**config.mk**
```make
export PLATFORM = sky130hd
export DESIGN_NAME = inst_fetch
export DESIGN_NICKNAME = d
export VERILOG_FILES = /design/src/rtl/inst_fetch.sv
export SDC_FILE = /design/constraint.sdc
export NUM_CORES = 1
export LEC_CHECK = 0
export CORE_ASPECT_RATIO = 0.5
export CORE_UTILIZATION = 63
export DETAILED_ROUTE_END_ITERATION = 12
export DONT_BUFFER_PORTS = 1
export GPL_ROUTABILITY_DRIVEN = 0
export GPL_TIMING_DRIVEN = 0
export PLACE_DENSITY = 0.79
export RECOVER_POWER = 25
export SLEW_MARGIN = 40
export SYNTH_ARGS = -nofsm -noshare
export SYNTH_HDL_FRONTEND = slang
export SYNTH_SLANG_ARGS = --single-unit
```
**constraint.sdc**
```tcl
create_clock -name I_clk -period 2 [get_ports I_clk]
set_clock_uncertainty 0.15 [all_clocks]
set_input_delay 0.3 -clock I_clk [delete_from_list [all_inputs] [get_ports I_clk]]
set_output_delay 0.3 -clock I_clk [all_outputs]
set_load 0.005 [all_outputs]
```
**src/rtl/inst_fetch.sv**
```systemverilog
// -----------------------------------------------------------------------------
// inst_fetch -- instruction fetch stage of the 16-bit RISC core.
//
// Holds the PC and issues one word read at a time to instruction memory over
// a req/ack handshake. It presents one instruction at a time, with its PC, to
// inst_dec and drives the decoder enable. It supports downstream stall and
// branch redirect/flush.
//
// Storage: an output register (O_inst/O_inst_pc/O_inst_valid) plus a one-entry
// skid register. The skid catches a word that returns while the output is
// stalled. New requests are only issued while the skid is empty, so at most
// two instructions are ever buffered and at most one request is outstanding.
//
// Optional build macro: FETCH_PERF_EN adds O_fetch_cnt / O_bubble_cnt.
//
// Ports:
//   I_clk            clock, rising-edge
//   I_rst            synchronous active-high reset
//   I_en             fetch enable (0 = issue no new requests)
//   I_stall          downstream not ready; hold the current instruction
//   I_branch         one-cycle redirect pulse
//   I_branch_target  redirect address, sampled with I_branch
//   O_mem_req        memory read request
//   O_mem_addr       read address, stable while O_mem_req=1
//   I_mem_ack        read data valid
//   I_mem_data       instruction word, valid with I_mem_ack
//   O_inst           instruction to the decoder
//   O_inst_pc        address of O_inst
//   O_inst_valid     O_inst holds a live instruction
//   O_dec_en         O_inst_valid & ~I_stall (decoder enable)
//   O_pc             address of the next fetch
//   O_fetch_cnt      (FETCH_PERF_EN) consumed-instruction counter
//   O_bubble_cnt     (FETCH_PERF_EN) empty-output cycles while enabled
// -----------------------------------------------------------------------------
module inst_fetch #(
  parameter int                  PC_WIDTH = 16,
  parameter logic [PC_WIDTH-1:0] RESET_PC = 16'h0000,
  parameter int                  PC_STEP  = 1
) (
  input  logic                I_clk,
  input  logic                I_rst,
  input  logic                I_en,
  input  logic                I_stall,
  input  logic                I_branch,
  input  logic [PC_WIDTH-1:0] I_branch_target,
  output logic                O_mem_req,
  output logic [PC_WIDTH-1:0] O_mem_addr,
  input  logic                I_mem_ack,
  input  logic [15:0]         I_mem_data,
  output logic [15:0]         O_inst,
  output logic [PC_WIDTH-1:0] O_inst_pc,
  output logic                O_inst_valid,
  output logic                O_dec_en,
  output logic [PC_WIDTH-1:0] O_pc
`ifdef FETCH_PERF_EN
  ,
  output logic [15:0]         O_fetch_cnt,
  output logic [15:0]         O_bubble_cnt
`endif
);

  localparam logic [1:0] S_IDLE = 2'd0;
  localparam logic [1:0] S_REQ  = 2'd1;
  localparam logic [1:0] S_DROP = 2'd2;

  localparam logic [PC_WIDTH-1:0] STEP = PC_WIDTH'(PC_STEP);

  logic [1:0]          state_q, state_d;
  logic [PC_WIDTH-1:0] pc_q, pc_d;

  logic [15:0]         out_inst_q, out_inst_d;
  logic [PC_WIDTH-1:0] out_pc_q, out_pc_d;
  logic                out_valid_q, out_valid_d;

  logic [15:0]         skid_inst_q, skid_inst_d;
  logic [PC_WIDTH-1:0] skid_pc_q, skid_pc_d;
  logic                skid_valid_q, skid_valid_d;

  logic                consume;
  logic                ack_take;

  // The decoder takes the presented instruction this cycle.
  assign consume  = out_valid_q & ~I_stall;
  // A returning word that belongs to the live request (not a flushed one).
  assign ack_take = (state_q == S_REQ) & I_mem_ack;

  always_comb begin
    state_d      = state_q;
    pc_d         = pc_q;
    out_inst_d   = out_inst_q;
    out_pc_d     = out_pc_q;
    out_valid_d  = out_valid_q;
    skid_inst_d  = skid_inst_q;
    skid_pc_d    = skid_pc_q;
    skid_valid_d = skid_valid_q;

    if (I_branch) begin
      // Redirect: flush everything buffered. A request still in flight has
      // to be waited out in S_DROP unless its ack arrives right now, in which
      // case the word is simply ignored.
      pc_d         = I_branch_target;
      out_valid_d  = 1'b0;
      skid_valid_d = 1'b0;
      case (state_q)
        S_REQ:   state_d = I_mem_ack ? S_IDLE : S_DROP;
        S_DROP:  state_d = I_mem_ack ? S_IDLE : S_DROP;
        default: state_d = S_IDLE;
      endcase
    end else begin
      // Output / skid movement.
      if (consume) begin
        if (skid_valid_q) begin
          out_inst_d   = skid_inst_q;
          out_pc_d     = skid_pc_q;
          out_valid_d  = 1'b1;
          skid_valid_d = 1'b0;
          if (ack_take) begin
            skid_inst_d  = I_mem_data;
            skid_pc_d    = pc_q;
            skid_valid_d = 1'b1;
          end
        end else if (ack_take) begin
          out_inst_d  = I_mem_data;
          out_pc_d    = pc_q;
          out_valid_d = 1'b1;
        end else begin
          out_valid_d = 1'b0;
        end
      end else if (!out_valid_q) begin
        // Output empty; the skid is never full here, so the word goes
        // straight to the output.
        if (ack_take) begin
          out_inst_d  = I_mem_data;
          out_pc_d    = pc_q;
          out_valid_d = 1'b1;
        end
      end else if (ack_take) begin
        // Output held by a stall: park the returning word in the skid.
        skid_inst_d  = I_mem_data;
        skid_pc_d    = pc_q;
        skid_valid_d = 1'b1;
      end

      // Request sequencing.
      case (state_q)
        S_IDLE: begin
          if (I_en && !skid_valid_q) begin
            state_d = S_REQ;
          end
        end
        S_REQ: begin
          if (I_mem_ack) begin
            pc_d = pc_q + STEP;
            // Keep requesting back-to-back only while there is guaranteed
            // room for the next word.
            state_d = (I_en && !skid_valid_d) ? S_REQ : S_IDLE;
          end
        end
        S_DROP: begin
          if (I_mem_ack) begin
            state_d = S_IDLE;
          end
        end
        default: state_d = S_IDLE;
      endcase
    end
  end

  always_ff @(posedge I_clk) begin
    if (I_rst) begin
      state_q      <= S_IDLE;
      pc_q         <= RESET_PC;
      out_inst_q   <= '0;
      out_pc_q     <= '0;
      out_valid_q  <= 1'b0;
      skid_inst_q  <= '0;
      skid_pc_q    <= '0;
      skid_valid_q <= 1'b0;
    end else begin
      state_q      <= state_d;
      pc_q         <= pc_d;
      out_inst_q   <= out_inst_d;
      out_pc_q     <= out_pc_d;
      out_valid_q  <= out_valid_d;
      skid_inst_q  <= skid_inst_d;
      skid_pc_q    <= skid_pc_d;
      skid_valid_q <= skid_valid_d;
    end
  end

  // The PC only moves on the ack edge or on a redirect, so it doubles as
  // the request address and stays stable for the life of a request.
  assign O_mem_req    = (state_q == S_REQ);
  assign O_mem_addr   = pc_q;
  assign O_pc         = pc_q;
  assign O_inst       = out_inst_q;
  assign O_inst_pc    = out_pc_q;
  assign O_inst_valid = out_valid_q;
  assign O_dec_en     = consume;

`ifdef FETCH_PERF_EN
  logic [15:0] fetch_cnt_q;
  logic [15:0] bubble_cnt_q;

  // Both counters freeze while fetch is disabled and wrap naturally.
  always_ff @(posedge I_clk) begin
    if (I_rst) begin
      fetch_cnt_q  <= 16'd0;
      bubble_cnt_q <= 16'd0;
    end else if (I_en) begin
      if (consume) begin
        fetch_cnt_q <= fetch_cnt_q + 16'd1;
      end
      if (!out_valid_q) begin
        bubble_cnt_q <= bubble_cnt_q + 16'd1;
      end
    end
  end

  assign O_fetch_cnt  = fetch_cnt_q;
  assign O_bubble_cnt = bubble_cnt_q;
`endif

endmodule

```
# After elaboration in Yosys (flattened, before gate mapping)
# Cells that the tools add are included.
# word_totals
reg_bits	84
in_bits	38
output_inout_bits	67
# op_classes
n_addsub	1
eq_ne	7
mux	36
bitwise_logic	4
n_reduce_logical	14
# op_table
operator	count
$mux 16	19
$add 16x1->16 const B	1
$mux 2	6
$mux 1	10
$ne 3x3->1 const B	2
$pmux 2 s3	1
$reduce_and 3->1	2
$reduce_bool 2->1	3
$reduce_and 2->1	2
$reduce_or 2->1	2
$ne 3x2->1 const B	1
$and 1x1->1	2
$eq 2x1->1 const B	1
$eq 2x2->1 const B	1
$logic_and 1x1->1	2
$logic_not 1->1	2
$logic_not 2->1	1
$ne 2x1->1 const B	1
$ne 2x2->1 const B	1
$not 1->1	2

# Logic depth before layout (Yosys ltp)
# depth
ltp_word	12
ltp_mapped	8
mapped_depth_nobuf	6

# Worst setup path after synthesis
# No wires, ideal clock.
# synth_timing
path_type	reg2reg
startpoint	reg state_q[1]
endpoint	reg pc_q[9] (netlist: O_mem_addr[9])
setup_ns	0.086
arrival_time_ns	1.638
setup_slack_ns	0.126
path_stages_with_launch	7
synth_period_minus_slack_ns	1.874
path_cell_list	dfxtp_1 inv_1 ha_1 nand4_1 or4_1 xor2_1 a211oi_1
# synth_via
elab_chain_cells	3
# synth_rtl
element	line_no	source
start, declared	68	logic [1:0] state_q, state_d;
start signal, assigned	180	state_q <= state_d;
$eq 2x1->1	--	
named net O_mem_req	46	output logic O_mem_req,
$reduce_bool 2->1 (no line)	--	
$reduce_and 2->1 (no line)	--	
end signal, assigned	181	pc_q <= pc_d;
end, declared	69	logic [PC_WIDTH-1:0] pc_q, pc_d;
# The timed path passes the listed nets, and every way through them passes these cells.
# A chain may end at the register's enable or synchronous reset.

# Final worst setup path
# layout_timing
startpoint	reg state_q[1]
endpoint	reg out_inst_q[14] (netlist: O_inst[14])
# layout_via
elab_chain_cells	5
elab_cells_between_ends	6
cone_classes	eq/ne (1); mux (4); bitwise (1)
# layout_rtl
element	line_no	source
$eq 2x1->1 *	--	
named net O_mem_req	46	
$and 1x1->1 *	85	assign ack_take = (state_q == S_REQ) & I_mem_ack;
$mux 16 *	--	
$mux 16, on equally long branches	--	
$mux 16 *	--	
end signal, assigned	182	out_inst_q <= out_inst_d;
end, declared	71	logic [15:0] out_inst_q, out_inst_d;
# Mark *: on every way through the listed nets, which the timed path passes. The rest lies on a longest branch. The select of a mux whose other input is x is not followed.

==> run metrics <==
overall power 3851 uW; # clock sinks between 80 and 90; post-route ant nets 0; Syn Nets about 520; Reg clk slew, reported paths 0.06 ns; P_int approximately 2900 uW; Core Box Area about 5600 um2; final setup vio count 0; WS Path Type reg -> reg; H-Tree Depth 3; CTS root buf clkbuf_16; total CTS buffers 9; Slew headroom between 50 and 60%; RSZ-0062 raised after global routing yes; fin area 4574 um2; failing checks DRC; Commonest cells post-synth nand2_1, dfxtp_1, a21oi_1, nor2_1, clkbuf_1; Yosys warning total 0; NetSw 906.6 uW; status complete, but fails checks; Die Y 56.79 um; Yosys top cell by area dfxtp_1; initial DRC count between 400 and 500; Pre-Repair DR Iteration Count 10; area growth from synthesis to layout 20.94%; CTS tree built; sequential cell area about 1700 um2; post-route setup TNS 0 ns; PortBufs 0; Clock Power Share 45.3%; leakage 0.001760 uW; area share of the largest cell type after synthesis 44.46%; n_diodes 0; Site Rows 19; worst slew pin tran approximately 0.65 ns; Syn Inst Count about 480; DRC Markers 5; initial core utilization around 67%; Vias/cell about 6.3; Post-synth EDFFs 0; Final Hold Fails 0; critical path fanouts, max 10; Max Fclk 501.2 MHz; GR Util All Layers about a third; Die Wd around 110 um; via count 3766; power share of the sequential group between 40% and 50%; Longest Clk Path Bufs 2; die area approximately 6300 um2; Final Net Count around 560; HPWL Detailed about 7200 um; startpoint type of the worst setup path register; clock latency on the worst-skew pair 0.34 ns; Core Util, Final between 80% and 90%; Logic pwr share around 8.1%; fill count 394; Synth async-reset ratio 0%; GRT overflow 0; share of layout cells above drive strength 1 11.98%; CP endpoint kind register; wire per inst about 19 um; hold slack around 0.050 ns; post-synthesis sequential area ratio 44.46%; Pwr Density between 800 and 900 nW/um2; Hold Crit Class in -> reg; largest net degree at the start of global routing 14; main flop type after synthesis dfxtp_1; VDD IR max 0.0008306 V; final wirelength about 11000 um; max-slew violation count 0; Area after DPL 3874 um2; Ports 105; vias in the first global route about 3600; min Tclk post-route roughly 2.0 ns; count leader, synth nand2_1; Mapped Area between 3000 and 4000 um2; period utilisation layout 99.76%; initial antenna violation count 0; Max-Cap Viols 0; Arr. time, crit path roughly 2.1 ns; area of the multi-input gates 1818 um2; Yosys cell types 36; Syn Area/Cell 7.896 um2; synth top area cells dfxtp_1, nand2_1, a21oi_1; switching share of power about a quarter; #FFs+latches synth 84; first-pass GRT wire length ~17000 um; Critical Path RT about 2.1 ns
## placed cells by master (no fill, tap or decap), types with 5 or more instances in the layout
| cell type | instances |
|---|---|
| nand3_1 | 6 |
| nor2_1 | 44 |
| buf_4 | 20 |
| inv_1 | 9 |
| dfxtp_2 | 5 |
| buf_2 | 8 |
| or3_1 | 9 |
| o211a_1 | 9 |
| nand4_1 | 5 |
| nor3_1 | 10 |
| xor2_1 | 7 |
| a21oi_1 | 47 |
| clkbuf_1 | 19 |
| a311oi_1 | 21 |
| nand2_1 | 110 |
| o21ai_0 | 21 |
| dfxtp_1 | 79 |
| clkbuf_16 | 9 |
| dlygate4sd3_1 | 31 |
| a211oi_1 | 10 |
## metal layers
metal  vias to the layer above  GRT usage, %  routed length (um)
li1                       1733             -                   -
met1                      1772         43.99                4505
met2                       229         58.66                5351
met3                        32         11.23                1214
met4                         0         11.00                 230
met5                         -             0                   0
## power groups by stage
stage	combinational (uW)	sequential, uW	clock, uW
floorplan	184	1800	0
global placement	225	1820	0
detailed placement	233	1820	0
CTS	293	1790	1730
global route	337	1790	1810
finish	314	1790	1750
## logic make-up after synthesis
family,share of synthesized area (%)
AND/OR/NAND/NOR,23.55
AO/OA/AOI/OAI,19.78
flip-flops,44.46
buffers and inverters,8.336
XOR/XNOR,2.547
adder cells (fa/ha/maj),1.323
## critical path, cell delays in order, from the launching register on
cell,delay (ns)
dfxtp_1,0.32
inv_1,0.11
ha_4,0.20
nand2_1,0.08
clkbuf_4,0.22
a21boi_4,0.25
buf_2,0.31
o21ai_0,0.12
a21oi_1,0.15
## worst paths after layout
path,start,end,slack (ns),cells after the start
setup / recovery,state_q[1],O_inst[14],0.005,8
hold / removal,I_branch_target[13],O_mem_addr[13],0.05,2
setup reg to reg,state_q[1],O_inst[14],0.005,8
hold reg to reg,skid_pc_q[15],skid_pc_q[15],0.30,2
## state kept, by name, summed over array words and instances, names as in the netlist
register	flops
state_q	2
skid_pc_q	16
O_inst_valid	1
O_inst	16
O_inst_pc	16
O_mem_addr	16
skid_inst_q	16
skid_valid_q	1
## stage by stage
step	worst slack, ns	cells
2_1_floorplan	0.1260	479
3_3_place_gp	-0.2230	552
3_5_place_dp	-0.3220	552
4_1_cts	0.003915	598
5_1_grt	-0.07967	599
6_report	0.004742	599
## final cells by class
cell class | count | area share, %
inverter | 9 | 0.7385
sequential | 84 | 36.90
multi-input combinational | 331 | 39.74
clock inverter | 5 | 1.696
clock buffer | 10 | 5.005
buffer | 55 | 7.030
timing repair buffer | 32 | 6.893
tap | 73 | 1.997
## what timing repair did
action                     in CTS  in global routing
pin swaps                       0                  3
hold buffers                   31                  0
gates resized for setup        18                 19
setup endpoints to repair      68                 55
buffers inserted                0                  1
hold endpoints to repair       43                  0
(Power assumes the default switching activity.)
